**src/rtl/conv_result_uart_fmt.sv**
```systemverilog
// conv_result_uart_fmt: buffers 12-bit conv results in a FIFO and prints them
// as a 3-char right-aligned decimal matrix over a valid/ready UART byte port.
module conv_result_uart_fmt #(
  parameter int ACC_WIDTH = 12,
  parameter int DEPTH     = 128,
  parameter int AW        = 7
) (
  input  logic                 clk,
  input  logic                 rst_n,
  input  logic                 clear,
  input  logic                 in_valid,
  input  logic [ACC_WIDTH-1:0] in_elem,
  input  logic                 in_row_end,
  input  logic                 in_last,
  output logic [7:0]           tx_data,
  output logic                 tx_valid,
  input  logic                 tx_ready,
  output logic                 busy,
  output logic                 frame_done,
  output logic                 overflow,
  output logic                 range_err,
  output logic [AW:0]          fifo_count
);

  localparam int EW = ACC_WIDTH + 2;
  localparam logic [7:0] ASCII_SP   = 8'h20;
  localparam logic [7:0] ASCII_HASH = 8'h23;
  localparam logic [7:0] ASCII_ZERO = 8'h30;
  localparam logic [7:0] ASCII_CR   = 8'h0D;
  localparam logic [7:0] ASCII_LF   = 8'h0A;

  typedef enum logic [3:0] {
    IDLE, POP, CONV_H, CONV_T, SEND_D2, SEND_D1, SEND_D0, SEND_SEP, SEND_LF, FRAME
  } state_t;

  logic [EW-1:0]        mem [DEPTH];
  logic [AW-1:0]        wrPtr_q, rdPtr_q;
  logic [AW:0]          count_q;
  logic                 overflow_q;
  logic                 full, push, pop;
  logic [EW-1:0]        head;

  state_t               state_q, state_d;
  logic [ACC_WIDTH-1:0] v_q, v_d;
  logic [3:0]           h_q, h_d, t_q, t_d;
  logic                 bad_q, bad_d;
  logic                 rowEnd_q, rowEnd_d, last_q, last_d;
  logic                 rangeErr_q, rangeErr_d;
  logic [7:0]           txData_q, txData_d;
  logic                 txValid_q, txValid_d;
  logic                 frameDone_q, frameDone_d;

  // Full is judged on the pre-edge count, so a pop in the same cycle never
  // makes room for a write that arrives while full.
  assign full = (count_q == (AW+1)'(DEPTH));
  assign push = in_valid && !full && !clear;
  assign head = mem[rdPtr_q];

  // FIFO storage has no reset; only the pointers define what is valid.
  always_ff @(posedge clk) begin
    if (push) mem[wrPtr_q] <= {in_last, in_row_end, in_elem};
  end

  // FIFO pointers, occupancy and the sticky overflow flag.
  always_ff @(posedge clk or negedge rst_n) begin
    if (!rst_n) begin
      wrPtr_q    <= '0;
      rdPtr_q    <= '0;
      count_q    <= '0;
      overflow_q <= 1'b0;
    end else if (clear) begin
      wrPtr_q    <= '0;
      rdPtr_q    <= '0;
      count_q    <= '0;
      overflow_q <= 1'b0;
    end else begin
      if (push) wrPtr_q <= wrPtr_q + AW'(1);
      if (pop)  rdPtr_q <= rdPtr_q + AW'(1);
      count_q <= count_q + (AW+1)'(push) - (AW+1)'(pop);
      if (in_valid && full) overflow_q <= 1'b1;
    end
  end

  // Next-state logic: pop, repeated-subtraction BCD split, then byte sends.
  always_comb begin
    state_d    = state_q;
    v_d        = v_q;
    h_d        = h_q;
    t_d        = t_q;
    bad_d      = bad_q;
    rowEnd_d   = rowEnd_q;
    last_d     = last_q;
    rangeErr_d = rangeErr_q;
    pop        = 1'b0;
    case (state_q)
      IDLE: if (count_q != '0) state_d = POP;
      POP: begin
        pop      = 1'b1;
        v_d      = head[ACC_WIDTH-1:0];
        rowEnd_d = head[ACC_WIDTH];
        last_d   = head[ACC_WIDTH+1];
        h_d      = '0;
        t_d      = '0;
        if (head[ACC_WIDTH-1:0] > ACC_WIDTH'(999)) begin
          bad_d      = 1'b1;
          rangeErr_d = 1'b1;
          state_d    = SEND_D2;
        end else begin
          bad_d   = 1'b0;
          state_d = CONV_H;
        end
      end
      CONV_H: begin
        if (v_q >= ACC_WIDTH'(100)) begin
          v_d = v_q - ACC_WIDTH'(100);
          h_d = h_q + 4'd1;
        end else begin
          state_d = CONV_T;
        end
      end
      CONV_T: begin
        if (v_q >= ACC_WIDTH'(10)) begin
          v_d = v_q - ACC_WIDTH'(10);
          t_d = t_q + 4'd1;
        end else begin
          state_d = SEND_D2;
        end
      end
      SEND_D2:  if (tx_ready) state_d = SEND_D1;
      SEND_D1:  if (tx_ready) state_d = SEND_D0;
      SEND_D0:  if (tx_ready) state_d = SEND_SEP;
      SEND_SEP: if (tx_ready) state_d = rowEnd_q ? SEND_LF : IDLE;
      SEND_LF:  if (tx_ready) state_d = last_q ? FRAME : IDLE;
      FRAME:    state_d = IDLE;
      default:  state_d = IDLE;
    endcase
    if (clear) begin
      state_d    = IDLE;
      rangeErr_d = 1'b0;
      pop        = 1'b0;
    end
  end

  // Output bytes are decoded from the next state so tx_valid/tx_data are
  // plain flops with no combinational path from tx_ready.
  always_comb begin
    txValid_d   = 1'b1;
    txData_d    = 8'h00;
    frameDone_d = (state_d == FRAME);
    case (state_d)
      SEND_D2:  txData_d = bad_d ? ASCII_HASH :
                           (h_d == 4'd0) ? ASCII_SP : (ASCII_ZERO + {4'h0, h_d});
      SEND_D1:  txData_d = bad_d ? ASCII_HASH :
                           (h_d == 4'd0 && t_d == 4'd0) ? ASCII_SP : (ASCII_ZERO + {4'h0, t_d});
      SEND_D0:  txData_d = bad_d ? ASCII_HASH : (ASCII_ZERO + {4'h0, v_d[3:0]});
      SEND_SEP: txData_d = rowEnd_d ? ASCII_CR : ASCII_SP;
      SEND_LF:  txData_d = ASCII_LF;
      default:  txValid_d = 1'b0;
    endcase
  end

  // FSM, conversion datapath and registered outputs.
  always_ff @(posedge clk or negedge rst_n) begin
    if (!rst_n) begin
      state_q     <= IDLE;
      v_q         <= '0;
      h_q         <= '0;
      t_q         <= '0;
      bad_q       <= 1'b0;
      rowEnd_q    <= 1'b0;
      last_q      <= 1'b0;
      rangeErr_q  <= 1'b0;
      txData_q    <= '0;
      txValid_q   <= 1'b0;
      frameDone_q <= 1'b0;
    end else begin
      state_q     <= state_d;
      v_q         <= v_d;
      h_q         <= h_d;
      t_q         <= t_d;
      bad_q       <= bad_d;
      rowEnd_q    <= rowEnd_d;
      last_q      <= last_d;
      rangeErr_q  <= rangeErr_d;
      txData_q    <= txData_d;
      txValid_q   <= txValid_d;
      frameDone_q <= frameDone_d;
    end
  end

  assign tx_data    = txData_q;
  assign tx_valid   = txValid_q;
  assign frame_done = frameDone_q;
  assign overflow   = overflow_q;
  assign range_err  = rangeErr_q;
  assign fifo_count = count_q;
  assign busy       = (count_q != '0) || (state_q != IDLE);

endmodule

```
**config.mk**
```make
export PLATFORM = sky130hd
export DESIGN_NAME = conv_result_uart_fmt
export DESIGN_NICKNAME = d
export VERILOG_FILES = /design/src/rtl/conv_result_uart_fmt.sv
export SDC_FILE = /design/constraint.sdc
export NUM_CORES = 2
export LEC_CHECK = 0
export CORE_UTILIZATION = 38
export CTS_CLUSTER_DIAMETER = 100
export DETAILED_ROUTE_END_ITERATION = 7
export SYNTH_ARGS = -nofsm -noshare
export SYNTH_HDL_FRONTEND = slang
export SYNTH_SLANG_ARGS = --single-unit
```
**constraint.sdc**
```tcl
create_clock -name clk -period 4.4 [get_ports clk]
set_clock_uncertainty 0.15 [all_clocks]
set_input_delay 1.32 -clock clk [delete_from_list [all_inputs] [get_ports clk]]
set_output_delay 1.32 -clock clk [all_outputs]
set_load 0.05 [all_outputs]
```
==> flow_summary.json <==
{
  "dieArea_um2": 193000,
  "power_density_nw_per_um2": 515,
  "clock_path_buffers": 3,
  "postCtsSetupBuffers": 0,
  "antenna_found_initial": 11,
  "areaGrowthSynthToFinish_pct": 15.9,
  "yosysSeqAreaShare_pct": 75.9,
  "vias": 37600,
  "avgSynthCellArea_um2": 20.9,
  "period_minus_slack_ns": 4.23,
  "worst_path_largest_cell_delay_ns": 0.59,
  "p_leak_uw": 0.0266,
  "synth_common_cells": "1792 x edfxtp_1, 416 x mux4_2, 197 x nor2_1",
  "ys.flop_type": "edfxtp_1",
  "cpMaxStageDelayCell": "mux4_2",
  "path_delay_family": "simple AND/OR/NAND/NOR gates",
  "drt_iter0_markers": 4634,
  "ys_types": 82,
  "final_layout_size_suffix_gt1_share_pct": 27.6,
  "path_buf_inv": 3,
  "rr_endpoint": "tx_data[3]$_DFF_PN0_",
  "design.core.area_um2": 190000,
  "cts_tree": "yes",
  "cts.sinks": 1851,
  "antenna_left": 0,
  "start_util_pct": 38.3,
  "portBuffers": 37,
  "synth_seq_cells": 1851,
  "yosysWarnings": 0,
  "rows": 160,
  "r2r_setup_slack_ns": 0.17,
  "synth_top_area_share_pct": 73.9,
  "syn_inst": 3493,
  "status": "finished, final reports clean",
  "ys_async_sr_fraction_pct": 3.19,
  "grt_overflow": 0,
  "timing.hold.ws_ns": 0.361,
  "critPathMaxFanout": 25,
  "insertion_delay_ns": 0.83,
  "wirelength_um": 196000,
  "synth.most_common_cell": "edfxtp_1",
  "first_pass_iters": 7,
  "cp-end-kind": "flip-flop",
  "fmax_mhz": 236,
  "viasPerCell": 5.70,
  "relSlewSlack_pct": 27.2,
  "cp_cell_sequence": "buf_12 -> buf_4 -> mux4_2 -> a22oi_1 -> a21oi_1 -> nor4_1 -> buf_4 -> nand4_1 -> and4b_1 -> nor4_1 -> a31oi_1",
  "worstPathRequired_ns": 4.95,
  "die_w_um": 440,
  "setup_viol": 0,
  "grt_pass1_wl_um": 279000,
  "dp_hpwl_um": 125000,
  "cts_buffers": 182,
  "power.ir.vdd_worst_mv": 0.365,
  "rsz0062_at_grt": "no",
  "synth_top_area_cell": "edfxtp_1",
  "r2r-start": "rdPtr_q[0]$_DFFE_PN0P_",
  "netlist_area_um2": 72900,
  "min_path_type": "reg -> reg",
  "grt.total_usage_pct": 20.3,
  "synth_edf_count": 1792,
  "yosys-top-cells-area": "edfxtp_1 74%, mux4_2 13%, mux2i_1 2.1%",
  "clkTransAtPathRegs_ns": 0.06,
  "place.gp.congestion": 0.927,
  "hold_depth": 2,
  "worstMarginPinSlew_ns": 1.09,
  "critPathLaunchType": "flip-flop",
  "grt_max_degree": 129,
  "path_class": "reg -> reg",
  "finalNetCount": 3988,
  "htree_num_levels": 4,
  "endpoint": "tx_data[3]$_DFF_PN0_",
  "clockRootBuffer": "clkbuf_16",
  "first_global_vias": 37400,
  "r2r_cells": 11,
  "setup_tns_ns": 0,
  "die_h_um": 440,
  "critPathArrivalTime_ns": 4.78,
  "worst-path-stages": 11,
  "hold_violations": 0,
  "route.detailed.drc": 0,
  "min_period_over_period_pct": 96.2,
  "ioPinCount": 40,
  "worstSetupStartpoint": "rdPtr_q[0]$_DFFE_PN0P_",
  "slew_viol_final": 0,
  "avgRoutedWirePerCell_um": 29.7,
  "drv_cap": 0
}
per-layer routing:
| layer | up-vias | global-route usage [%] | share of wire (%) |
|---|---|---|---|
| li1 | 15500 | - | - |
| met5 | - | 0 | 0.017 |
| met2 | 1658 | 31.3 | 46 |
| met4 | 6 | 6.56 | 3.3 |
| met3 | 291 | 3.80 | 7.9 |
| met1 | 20200 | 29.1 | 42 |
what timing repair did:
| action | CTS | global route |
|---|---|---|
| resized for setup | 0 | 1 |
| endpoints found under the setup margin | 0 | 1 |
| hold endpoints to repair | 0 | 0 |
| hold buffers | 0 | 0 |
registers in the layout (all words and copies together) (netlist names):
signal,count
range_err,1
last_q,1
frame_done,1
v_q,12
bad_q,1
rdPtr_q,7
rowEnd_q,1
mem,1792
tx_data,6
t_q,4
tx_valid,1
fifo_count,8
h_q,4
wrPtr_q,7
state_q,4
overflow,1
stage by stage:
step	power [uW]	worst slack, ns	cells	area [um2]	util [%]
after CTS	43800	0.0327	6601	84400	44.3
after detailed placement	29100	0.278	6274	78800	41.4
after floorplan	26100	0.616	3494	72900	-
after global placement	29000	0.141	6274	78800	41.4
final	43500	0.169	6603	84400	44.3
after global routing	44900	0.0904	6601	84400	44.3
layout by cell type, fill, tap and decap left out, types with 10 or more instances in the layout:
master           Yosys  routed
o21ai_0             39      39
mux2i_1            153     153
buf_12               5      45
a22o_1              18      18
clkinv_2             0      23
mux4_2             416     416
nand4_1             11      11
a221oi_1            10      10
mux2_2              13      13
edfxtp_1          1792    1792
nand2_1             92      92
nor2b_1             19      15
nand3_1             38      38
a31oi_1             14      14
a211oi_1            24      24
clkbuf_1            52      47
nor2_1             197     196
a21oi_1             65      65
and3_1              11      11
clkinv_1             1      45
clkdlybuf4s50_1      0      21
clkbuf_16            0     186
xnor2_1             12      12
inv_1               26      25
dfrtp_1             59      54
o22ai_1             14      14
a22oi_1             66      66
ha_1                21      21
buf_4               37     393
o221ai_1            33      33
tightest hold or removal path, cell delays in order, from the launching register on:
cell and delay, ns:
dfrtp_1 0.34, a31oi_1 0.05, nor2_1 0.08
report_power, final:
group	internal [uW]	leakage [uW]	switching [uW]	total, uW
sequential	19500	0.0169	207	19700
combinational	4210	0.00699	4740	8950
clock	8290	0.00271	6540	14800
how the worst min path moves through the flow:
stage / startpoint / end / slack (ns)
2_1_floorplan: last_q$_DFFE_PN0P_ / last_q$_DFFE_PN0P_ / 0.31
3_3_place_gp: overflow$_DFFE_PN0P_ / overflow$_DFFE_PN0P_ / 0.34
3_5_place_dp: overflow$_DFFE_PN0P_ / overflow$_DFFE_PN0P_ / 0.35
4_1_cts: overflow$_DFFE_PN0P_ / overflow$_DFFE_PN0P_ / 0.37
5_1_grt: overflow$_DFFE_PN0P_ / overflow$_DFFE_PN0P_ / 0.41
6_report: overflow$_DFFE_PN0P_ / overflow$_DFFE_PN0P_ / 0.36
cell type report:
type	count	area [um2]
multi-input combinational	1422	16200
clock buffer	234	4840
inverter	29	111
clock inverter	93	733
antenna	2	5.00
tap	2511	3140
fill	16100	106000
timing repair buffer	461	4080
sequential	1851	55300
cell families after synthesis:
family / Yosys count / synth area share (%)
buf+inv: 221 / 1.90
compound gates: 357 / 3.49
fa+ha+maj: 22 / 0.388
other cells: 1 / 0.00515
simple gates: 434 / 2.72
flops: 1851 / 75.9
xor+xnor: 19 / 0.228
mux: 588 / 15.4
Note: power is estimated with default switching activity, not from simulation.
